## src/rtl/fifo_rd_streamer.sv

```systemverilog
// fifo_rd_streamer
// Read-side adapter for the dual-clock FIFO, r_clk domain. Drains the FIFO
// read port into a 2-entry prefetch buffer and presents the words as a
// valid/ready stream. The FIFO read latency is hidden, so the stream can
// sustain one word per cycle.
//
// Ports:
//   r_clk     read-domain clock
//   rst_n     asynchronous active-low reset
//   empty     FIFO empty flag
//   rdata     FIFO read data (valid RD_LATENCY cycles after rd_rq)
//   rd_rq     FIFO read request (combinational, low while in reset)
//   flush     synchronous discard of buffered and in-flight words
//   m_valid   stream word valid
//   m_ready   downstream accept
//   m_data    stream word (oldest buffered entry)
//   rd_count  saturating count of words delivered downstream
//   err_ovf   sticky flag: a capture arrived while the buffer was full
module fifo_rd_streamer #(
  parameter int WIDTH      = 4,
  parameter int RD_LATENCY = 1,
  parameter int CNT_WIDTH  = 16
) (
  input  logic                 r_clk,
  input  logic                 rst_n,
  input  logic                 empty,
  input  logic [WIDTH-1:0]     rdata,
  output logic                 rd_rq,
  input  logic                 flush,
  output logic                 m_valid,
  input  logic                 m_ready,
  output logic [WIDTH-1:0]     m_data,
  output logic [CNT_WIDTH-1:0] rd_count,
  output logic                 err_ovf
);

  localparam bit                   LAT_ONE = (RD_LATENCY == 1);
  localparam logic [CNT_WIDTH-1:0] CNT_MAX = '1;
  localparam logic [CNT_WIDTH-1:0] CNT_ONE = {{(CNT_WIDTH-1){1'b0}}, 1'b1};

  logic [WIDTH-1:0]     buf_r [2];
  logic                 head_r;
  logic [1:0]           count_r;
  logic                 inflight_r;
  logic [CNT_WIDTH-1:0] rd_count_r;
  logic                 err_ovf_r;

  logic                 pop_s;
  logic                 rd_rq_s;
  logic                 capture_s;
  logic                 wr_idx_s;
  logic [2:0]           occ_s;

  // Pop, read issue and capture decisions for the current cycle.
  always_comb begin
    pop_s    = (count_r != 2'd0) && m_ready;
    occ_s    = {1'b0, count_r} + {2'b00, inflight_r};
    // (count + inflight - pop) < 2, rearranged to avoid an unsigned underflow.
    if (rst_n && !empty && !flush && (occ_s < (3'd2 + {2'b00, pop_s}))) begin
      rd_rq_s = 1'b1;
    end else begin
      rd_rq_s = 1'b0;
    end
    if (LAT_ONE) begin
      // A word landing in a flush cycle is dropped.
      capture_s = inflight_r && !flush;
    end else begin
      capture_s = rd_rq_s;
    end
    // Tail slot: head + count (mod 2). With a coincident pop at count=2 this
    // is the slot being vacated by the head, which is exactly the new tail.
    wr_idx_s = head_r ^ count_r[0];
  end

  // Prefetch buffer, in-flight tracking, delivered counter and overflow flag.
  always_ff @(posedge r_clk or negedge rst_n) begin
    if (!rst_n) begin
      buf_r[0]   <= '0;
      buf_r[1]   <= '0;
      head_r     <= 1'b0;
      count_r    <= 2'd0;
      inflight_r <= 1'b0;
      rd_count_r <= '0;
      err_ovf_r  <= 1'b0;
    end else begin
      inflight_r <= LAT_ONE ? rd_rq_s : 1'b0;
      if (pop_s && (rd_count_r != CNT_MAX)) begin
        rd_count_r <= rd_count_r + CNT_ONE;
      end
      if (flush) begin
        count_r <= 2'd0;
        head_r  <= 1'b0;
      end else begin
        case ({capture_s, pop_s})
          2'b10: begin
            if (count_r == 2'd2) begin
              err_ovf_r <= 1'b1;
            end else begin
              buf_r[wr_idx_s] <= rdata;
              count_r         <= count_r + 2'd1;
            end
          end
          2'b01: begin
            head_r  <= ~head_r;
            count_r <= count_r - 2'd1;
          end
          2'b11: begin
            buf_r[wr_idx_s] <= rdata;
            head_r          <= ~head_r;
          end
          default: begin
          end
        endcase
      end
    end
  end

  assign rd_rq    = rd_rq_s;
  assign m_valid  = (count_r != 2'd0);
  assign m_data   = buf_r[head_r];
  assign rd_count = rd_count_r;
  assign err_ovf  = err_ovf_r;

endmodule

```

## config.mk

```make
export PLATFORM = sky130hd
export DESIGN_NAME = fifo_rd_streamer
export DESIGN_NICKNAME = d
export VERILOG_FILES = /design/src/rtl/fifo_rd_streamer.sv
export SDC_FILE = /design/constraint.sdc
export NUM_CORES = 1
export LEC_CHECK = 0
export CAP_MARGIN = 10
export CORE_AREA = 3 3 69 84
export DETAILED_ROUTE_END_ITERATION = 10
export DIE_AREA = 0 0 72 87
export DONT_BUFFER_PORTS = 1
export HOLD_SLACK_MARGIN = 0.08
export PLACE_DENSITY = 0.56
export SLEW_MARGIN = 20
export SYNTH_ARGS = -nofsm -noshare
export SYNTH_HDL_FRONTEND = slang
export SYNTH_SLANG_ARGS = --single-unit
```

## constraint.sdc

```tcl
create_clock -name r_clk -period 1.51 [get_ports r_clk]
set_input_delay 0.151 -clock r_clk [delete_from_list [all_inputs] [get_ports r_clk]]
set_output_delay 0.151 -clock r_clk [all_outputs]
set_load 0.02 [all_outputs]
```

Word level (Yosys, flattened, before mapping)
Index checks and enable logic that the tools add are counted.

Bits in registers: 29. Latch bits: 0. Memory bits (writable): 0. Bits in read-only memories: 0. Logic and storage cells: 59. Memories: 0.

Add/sub/neg operators: 5. $mul: 0. Div/mod/pow operators: 0. Magnitude comparators: 4. Equal/unequal tests: 7. Shifts and indexed selects: 0. Muxes and demuxes: 14. Bitwise gates (word level): 5. Reduce and logical (&&, ||, !) cells: 17.

Operators with widths (count): 16-bit by 1-bit adder with 16-bit output (second input constant) (1); 4-bit two-way mux (4); 16-bit != test (second input constant) (1); 8-bit one-hot mux with 2 select lines (1); 8-bit bitwise mux (1); 8-bit two-way mux (1); 1-bit logical AND (7); 2-bit == test (second input constant) (3); 3-bit AND reduction (2); 2-bit nonzero test (3); 4-bit demux with 1-bit select (1); 2-bit greater-or-equal comparator (second input constant) (2); 2-bit two-way mux (2); 1-bit inverter with 2-bit output (2); 2-bit one-hot mux with 2 select lines (1); 2-bit by 1-bit adder with 3-bit output (1); 2-bit by 1-bit adder with 3-bit output (first input constant) (1); 3-bit less-than comparator (1); 1-bit two-way mux (3); 3-bit != test (second input constant) (1); 3-bit nonzero test (1); 2-bit by 1-bit adder with 2-bit output (second input constant) (1); 2-bit by 1-bit == test with 1-bit output (second input constant) (1); 1-bit zero test (2); 7 further kinds (8).

Logic depth before layout (Yosys ltp)
Gate-level depths: netlist of the first run.

Word-level depth: 9. Gate-level depth with buffers: 6. Depth with buffers taken out: 5.

Worst setup path after synthesis of the first run
Ideal clock, no wire load.

Path type: flip-flop to flip-flop. Start: register rd_count_r[0], in the netlist rd_count[0]. End: register rd_count_r[1], in the netlist rd_count[1]. Setup time: 0.125 ns. Arrival: 1.704 ns. Required time: 1.385 ns. Path slack: -0.319 ns. Cell stages (with the launch flop): 7. Path buffers: 1. Path through: dfrtp_1 -> ha_1 -> nand3_4 -> nor4_4 -> buf_6 -> a21oi_2 -> mux2_4.

Word-level cells in the longest chain between the ends: 2. Elaborated cells on any way between the ends: 3.

RTL lines: start, declared (RTL line 45) `logic [CNT_WIDTH-1:0] rd_count_r;`; start signal, assigned (RTL line 88) `rd_count_r <= rd_count_r + CNT_ONE;`; parallel branches: the longest is 2 deep, another holds 16-bit by 1-bit adder with 16-bit output.

Several ways; the timed one is not identified. A chain may end at the register's enable or synchronous reset.

Worst setup path after layout of the first run
Start: register count_r[0]. End: output rd_rq.

Word-level cells in the longest chain between the ends: 6. Elaborated cells on any way between the ends: 7.

RTL lines: start, declared (RTL line 43) `logic [1:0] count_r;`; start signal, assigned (RTL line 100) `count_r <= count_r + 2'd1;`; start signal, assigned (RTL line 105) `count_r <= count_r - 2'd1;`; 2-bit nonzero test (RTL line 56) `pop_s = (count_r != 2'd0) && m_ready;`; 1-bit logical AND (RTL line 56); 2-bit by 1-bit adder with 3-bit output (RTL line 59) `if (rst_n && !empty && !flush && (occ_s < (3'd2 + {2'b00, pop_s}))) begin`; 3-bit less-than comparator * (RTL line 59); 1-bit logical AND * (RTL line 59); 1-bit two-way mux * (RTL line 59); end, declared (RTL line 28) `output logic rd_rq,`.

Every way passes the cells marked *; elsewhere a longest branch is shown, timed or not.

==> results of run 1 <==
path summary, 6_finish.rpt:
| check | from | to | slack (ns) | cells past startpoint |
|---|---|---|---|---|
| hold reg to reg | buf_r[0] | buf_r[0] | 0.49 | 1 |
| setup reg to reg | count_r[0] | buf_r[6] | -0.10 | 4 |
| min in group asynchronous | rst_n | count_r[0] | 0.31 | 2 |
| max in group asynchronous | rst_n | rd_count[13] | 1.01 | 2 |
| hold / removal | m_ready | count_r[1] | 0.14 | 3 |
| setup / recovery | count_r[0] | rd_rq | -0.11 | 4 |
logic make-up after synthesis:
group / Yosys count / share of synthesized area [%]
AOI/OAI and AO/OA: 20 / 9.42
xor gates and xnor gates: 13 / 7.52
adders and majority gates: 3 / 2.48
buffers and inverters: 10 / 3.22
DFF: 29 / 47.9
muxes: 14 / 10.6
and+or+nand+nor: 46 / 18.8
power groups by stage:
stage	combinational (mW)	sequential (mW)	clock (mW)
4_1_cts	0.532	0.942	0.727
2_1_floorplan	0.218	1.01	0
3_3_place_gp	0.380	0.952	0
5_1_grt	0.586	0.952	0.764
6_report	0.535	0.942	0.711
3_5_place_dp	0.396	0.961	0
worst register-to-register path: stages, from the launching register on:
cell and delay [ns]:
dfrtp_2 0.45, buf_6 0.15, or3_4 0.36, a21o_4 0.24, mux2_4 0.30
repair_timing:
item / 4_1_cts / 5_1_grt
hold buffers: 8 / 0
endpoints found under the hold margin: 41 / 0
pin swaps: 9 / 7
buffers inserted: 6 / 2
resized for setup: 19 / 19
setup endpoints to repair: 9 / 21
final cells by class:
cell class	count	area share, %
multi-input combinational	96	40.2
sequential	29	31.7
timing repair buffer	52	19.7
clock buffer	7	4.12
tap	60	3.21
inverter	5	0.910
clock inverter	1	0.214
cells in the mapped netlist (2+ instances only):
| cell type | n |
|---|---|
| a211oi_1 | 2 |
| a21oi_1 | 5 |
| and3_1 | 2 |
| and4b_1 | 2 |
| buf_2 | 3 |
| dfrtp_1 | 29 |
| ha_1 | 3 |
| inv_1 | 5 |
| mux2_1 | 5 |
| mux2_2 | 7 |
| nand2_1 | 5 |
| nand2b_1 | 3 |
| nand3_1 | 8 |
| nand4_1 | 3 |
| nor2_1 | 7 |
| nor2b_1 | 2 |
| nor3_1 | 6 |
| nor4_1 | 2 |
| o21ai_0 | 2 |
| xnor2_1 | 5 |
| xor2_1 | 8 |
sequential cells by signal (all words and copies together), names as in the netlist:
register	flops
err_ovf	1
inflight_r	1
buf_r	8
head_r	1
rd_count	16
count_r	2
layer usage:
| metal | vias to the layer above | GRT usage (%) |
|---|---|---|
| met5 | - | 0 |
| met4 | 0 | 6.15 |
| met3 | 6 | 3.70 |
| met2 | 29 | 23.2 |
| met1 | 612 | 13.8 |
| li1 | 596 | - |
metrics by stage:
step | instances | utilization [%]
floorplan | 135 | -
global placement | 227 | 37.7
detailed placement | 227 | 37.7
CTS | 248 | 44.1
global route | 250 | 46.7
finish | 250 | 46.7
==> flow_summary.ini, run 1 <==
[run_status]
status = finished with violations
violations = setup timing

[die]
boundaryPins = 32
floorplan.die.height_microns = 87
rows = 28
start_util_pct = 30.2
floorplan.die.width_microns = 72
floorplan.core_area_sq_um = 5010
die_area_sq_um = 6260

[sta]
setup_slack_ns = -0.109
timing.slew.headroom_pct = 80.9
whs_ns = 0.136
finalSetupViolations = 7
finClkSkew_ns = 0.0100
max_freq_ghz = 0.618
rsz0062_at_grt = true
final_max_slew_viol_count = 0
tns_ns = -0.533
fin_crit_sh_pct = 107
period_minus_slack_ns = 1.62
tightest_slew_ns = 0.284
timing.final.hold_violations = 0

[finish]
final_cell_area_sq_um = 2340
multi_input_comb_area_sq_um = 940
syn2layout_area_growth_pct = 54.5
layout-drive-gt1-share_pct = 54.7
most-common-layout-cells = 38 x buf_4, 17 x dfrtp_1, 12 x dfrtp_2
commonest_non_fill_non_tap_cell_in_the_layout = buf_4
antennaDiodeCount = 0
sequential_cell_area_sq_um = 741
layout.nets = 201
num-fill-cells = 462

[setup_path]
worst_setup_path_class = flip-flop to output pin
timing.critical_path.cells = ha_4 > ha_4 > o21ai_2 > and4b_2
endpoint_arrival_time_on_the_critical_path_ns = 1.47
worstSetupStartpointType = flip-flop
crit_path_max_incr_delay_ns = 0.45
critical_path.slowest_cell = dfrtp_2
timing.critical_path.to_type = output pin
cp_data_required_time_ns = 1.36
cp_common_cell = ha_4
worst_path_dominant_cell_family = flip-flops
worstPathBufferInverterCount = 0
crit_fanout = 4

[clock_tree]
ctsRootBufferMaster = clkbuf_8
clk_path_buf_depth = 2
cts_tree = yes
cts_sinks = 29
htree_levels = 2
numCtsBuffers = 5
cts.clk_slew.worst_paths_ns = 0.07
clk_latency_ns = 0.28

[drt]
route.antenna.remaining_nets = 0
met1Wirelength_microns = 1480
dr.max_layer_used = met4
met3_wirelength_microns = 221
drt_pass1_iterations = 4
initialDrtViolationCount = 43
route.detailed.vias_per_inst = 4.97
num_vias = 1243
postRouteWirelength_microns = 3850
drc = 0
met2WireLength_microns = 2060
routedWlPerCell_microns = 15.4

[yosys]
dominantRegCellSynth = dfrtp_1
post_synth_edffs = 0
mapped_cell_area_sq_um = 1510
synthesis.area_per_instance_sq_um = 11.2
syn-num-nets = 147
synth_largest_area_cell = dfrtp_1
synth-async-reset-ratio_pct = 100
yosysSeqAreaShare_pct = 47.9
yosys.area.top_type_share_pct = 47.9
netlist_top_cells_area = dfrtp_1 48%, mux2_2 5.2%, xor2_1 4.6%
synth.ff_latch_count = 29
syn_inst = 135
synth.lib_cells_used.distinct = 42
ys.warnings.count = 0

[place]
placed_area_sq_um = 1890
dp.final_hpwl_microns = 2730
buffer_ports.inserted = 0
dpl_worst_slack_ns = -0.0719
place_congestion = 0.864

[power_and_ir_drop]
internal_power_mw = 1.56
seq_pwr_share_pct = 43.0
finalPower_mw = 2.19
leakage_dissipation_nw = 1.03
sw_frac_of_total_pct = 28.8
ir_worst_vdd_mv = 0.519
p_per_area_nw_per_um2 = 936
power.combinational.fraction_pct = 24.4
power_switching_uw = 631
clockPowerShare_pct = 32.5

[global_route]
grt_pass1_wl_microns = 6260
antenna_violations_before_repair = 0
pin_count_of_the_biggest_net_entering_global_routing = 30
overflow = 0
vias_in_the_first_global_route = 1301
grt_use_total_pct = 12.9

[flow_run]
timing.max_cap.violations = 0

[hold_path]
min-delay-path-class = input pin to flip-flop
No activity file was read; power rests on OpenSTA's default activity.
==> run 2: changes to the inputs <==
Settings changed: RECOVER_POWER set to 25, SKIP_CTS_REPAIR_TIMING set to 1.
==> run 2 against run 1 <==
Effect of this change:
- setup slack got worse by 0.023 ns
- highest routed layer unchanged
- critical path depth stayed put
- flip-flop and latch count unchanged
- non-clock buffer count shrank 4
- the run still ends with setup timing left
- combinational power is 13% lower
- hold slack got worse by 0.0097 ns
- die area unchanged
- fmax is 1.4% lower
- core utilization is 3.0 points lower
- via count is 1.6% lower
- total power decreased by 2.9%
==> flow_summary.ini, run 2 (synthesized netlist as in run 1, its figures left out) <==
[die]
die_area_sq_um = 6260
floorplan.die.height_microns = 87
floorplan.die.width_microns = 72
boundaryPins = 32
start_util_pct = 30.2
rows = 28
floorplan.core_area_sq_um = 5010

[finish]
num-fill-cells = 479
most-common-layout-cells = 37 x buf_4, 16 x dfrtp_1, 13 x dfrtp_2
layout.nets = 197
syn2layout_area_growth_pct = 44.5
post-route-util_pct = 43.7
commonest_non_fill_non_tap_cell_in_the_layout = buf_4
largest_reg_flops = 16
layout-drive-gt1-share_pct = 48.9
antennaDiodeCount = 0

[place]
place_congestion = 0.864
dp.final_hpwl_microns = 2730
buffer_ports.inserted = 0

[global_route]
grt_use_total_pct = 12.1
grt_pass1_wl_microns = 5810
overflow = 0
pin_count_of_the_biggest_net_entering_global_routing = 31
vias_in_the_first_global_route = 1221
antenna_violations_before_repair = 0

[sta]
finalSetupViolations = 7
finClkSkew_ns = 0.00959
final_max_slew_viol_count = 0
max_freq_ghz = 0.609
tns_ns = -0.671
timing.final.hold_violations = 0
setup_slack_ns = -0.132
timing.slew.headroom_pct = 51.5
tightest_slew_ns = 0.728
period_minus_slack_ns = 1.64
fin_crit_sh_pct = 109
rsz0062_at_grt = true

[clock_tree]
clk_latency_ns = 0.28
ctsRootBufferMaster = clkbuf_8
htree_levels = 2
cts_sinks = 29
cts_tree = yes
clk_path_buf_depth = 2
numCtsBuffers = 5
cts.clk_slew.worst_paths_ns = 0.07

[setup_path]
r2r_start = count_r[0]
worstSetupStartpointType = flip-flop
crit_fanout = 5
rrSetupSlack_ns = -0.13
worst-r2r-cell-count = 4
endpoint_arrival_time_on_the_critical_path_ns = 1.81
worst_setup_path_class = flip-flop to flip-flop
cp_data_required_time_ns = 1.68
timing.rr.end = buf_r[7]
timing.critical_path.to_type = flip-flop

[hold_path]
min-delay-path-class = input pin to flip-flop
whs_endpoint = count_r[1]
holdCritStartpoint = m_ready
min_delay_path_depth = 3

[power_and_ir_drop]
ir_worst_vdd_mv = 0.491
leakage_dissipation_nw = 0.984
p_per_area_nw_per_um2 = 971

[drt]
route.antenna.remaining_nets = 0
drt_pass1_iterations = 4
num_vias = 1223
route.detailed.vias_per_inst = 4.97
postRouteWirelength_microns = 3620
initialDrtViolationCount = 26
routedWlPerCell_microns = 14.7
drc = 0

[flow_run]
timing.max_cap.violations = 0

[run_status]
violations = setup timing
status = finished with violations
run 2: cell count changes in the layout (fill, tap and decap cells not counted), moves of 2 or more:
cell	delta
buf_6	-2
a2111oi_1	+2
buf_12	-2
a2111oi_4	-2
mux2_1	+2
mux2_4	-2
run 2: metrics by stage:
step / hold WS (ns) / total power [mW] / setup WS [ns] / std cells / cell area, sq um
finish: 0.127 / 2.12 / -0.132 / 246 / 2190
CTS: -0.449 / 2.07 / -0.351 / 235 / 1990
global placement: -0.144 / 1.33 / -0.0355 / 227 / 1890
floorplan: -0.145 / 1.23 / -0.0231 / 135 / 1550
global route: 0.131 / 2.23 / -0.161 / 246 / 2190
detailed placement: -0.143 / 1.36 / -0.0719 / 227 / 1890
run 2: where the power goes:
part | internal [mW] | switching, mW | leakage [nW] | total (mW)
Combinational | 0.229 | 0.237 | 0.569 | 0.466
Clock | 0.411 | 0.298 | 0.0542 | 0.710
Sequential | 0.870 | 0.0790 | 0.360 | 0.949
Total | 1.51 | 0.615 | 0.984 | 2.12
run 2: critical path, cell delays in order, from the launching register on:
cell and delay [ns]:
dfrtp_2 0.45, buf_6 0.14, or3_4 0.38, a21o_4 0.25
mux2_1 0.31
run 2: how the worst max path moves through the flow:
stage                      startpoint           to  slack [ns]  depth (start not counted)
after floorplan           rd_count[0]  rd_count[1]       -0.02                          6
after global placement    rd_count[1]  rd_count[1]       -0.04                          6
after detailed placement  rd_count[8]  rd_count[1]       -0.07                          5
after CTS                  count_r[0]        rd_rq       -0.35                          4
after global routing       count_r[0]        rd_rq       -0.16                          4
final                      count_r[0]     buf_r[7]       -0.13                          4
run 2: layout make-up:
cell class	count	area, sq um	share of cell area, %
clock buffer	7	96.3	4.40
timing repair buffer	48	395	18.1
multi-input combinational	96	856	39.1
sequential	29	742	33.9
clock inverter	1	5.00	0.229
inverter	5	18.8	0.858
tap	60	75.1	3.43
run 2: routing by layer:
metal  vias to the layer above  track usage (%)  routed length [microns]  share of wire, %
li1                        590                -                        -                 -
met1                       592             12.9                     1430                40
met2                        35             21.4                     1870                52
met3                         6             3.58                      233               6.4
met4                         0             6.15                       77               2.1
met5                         -                0                        0                 0
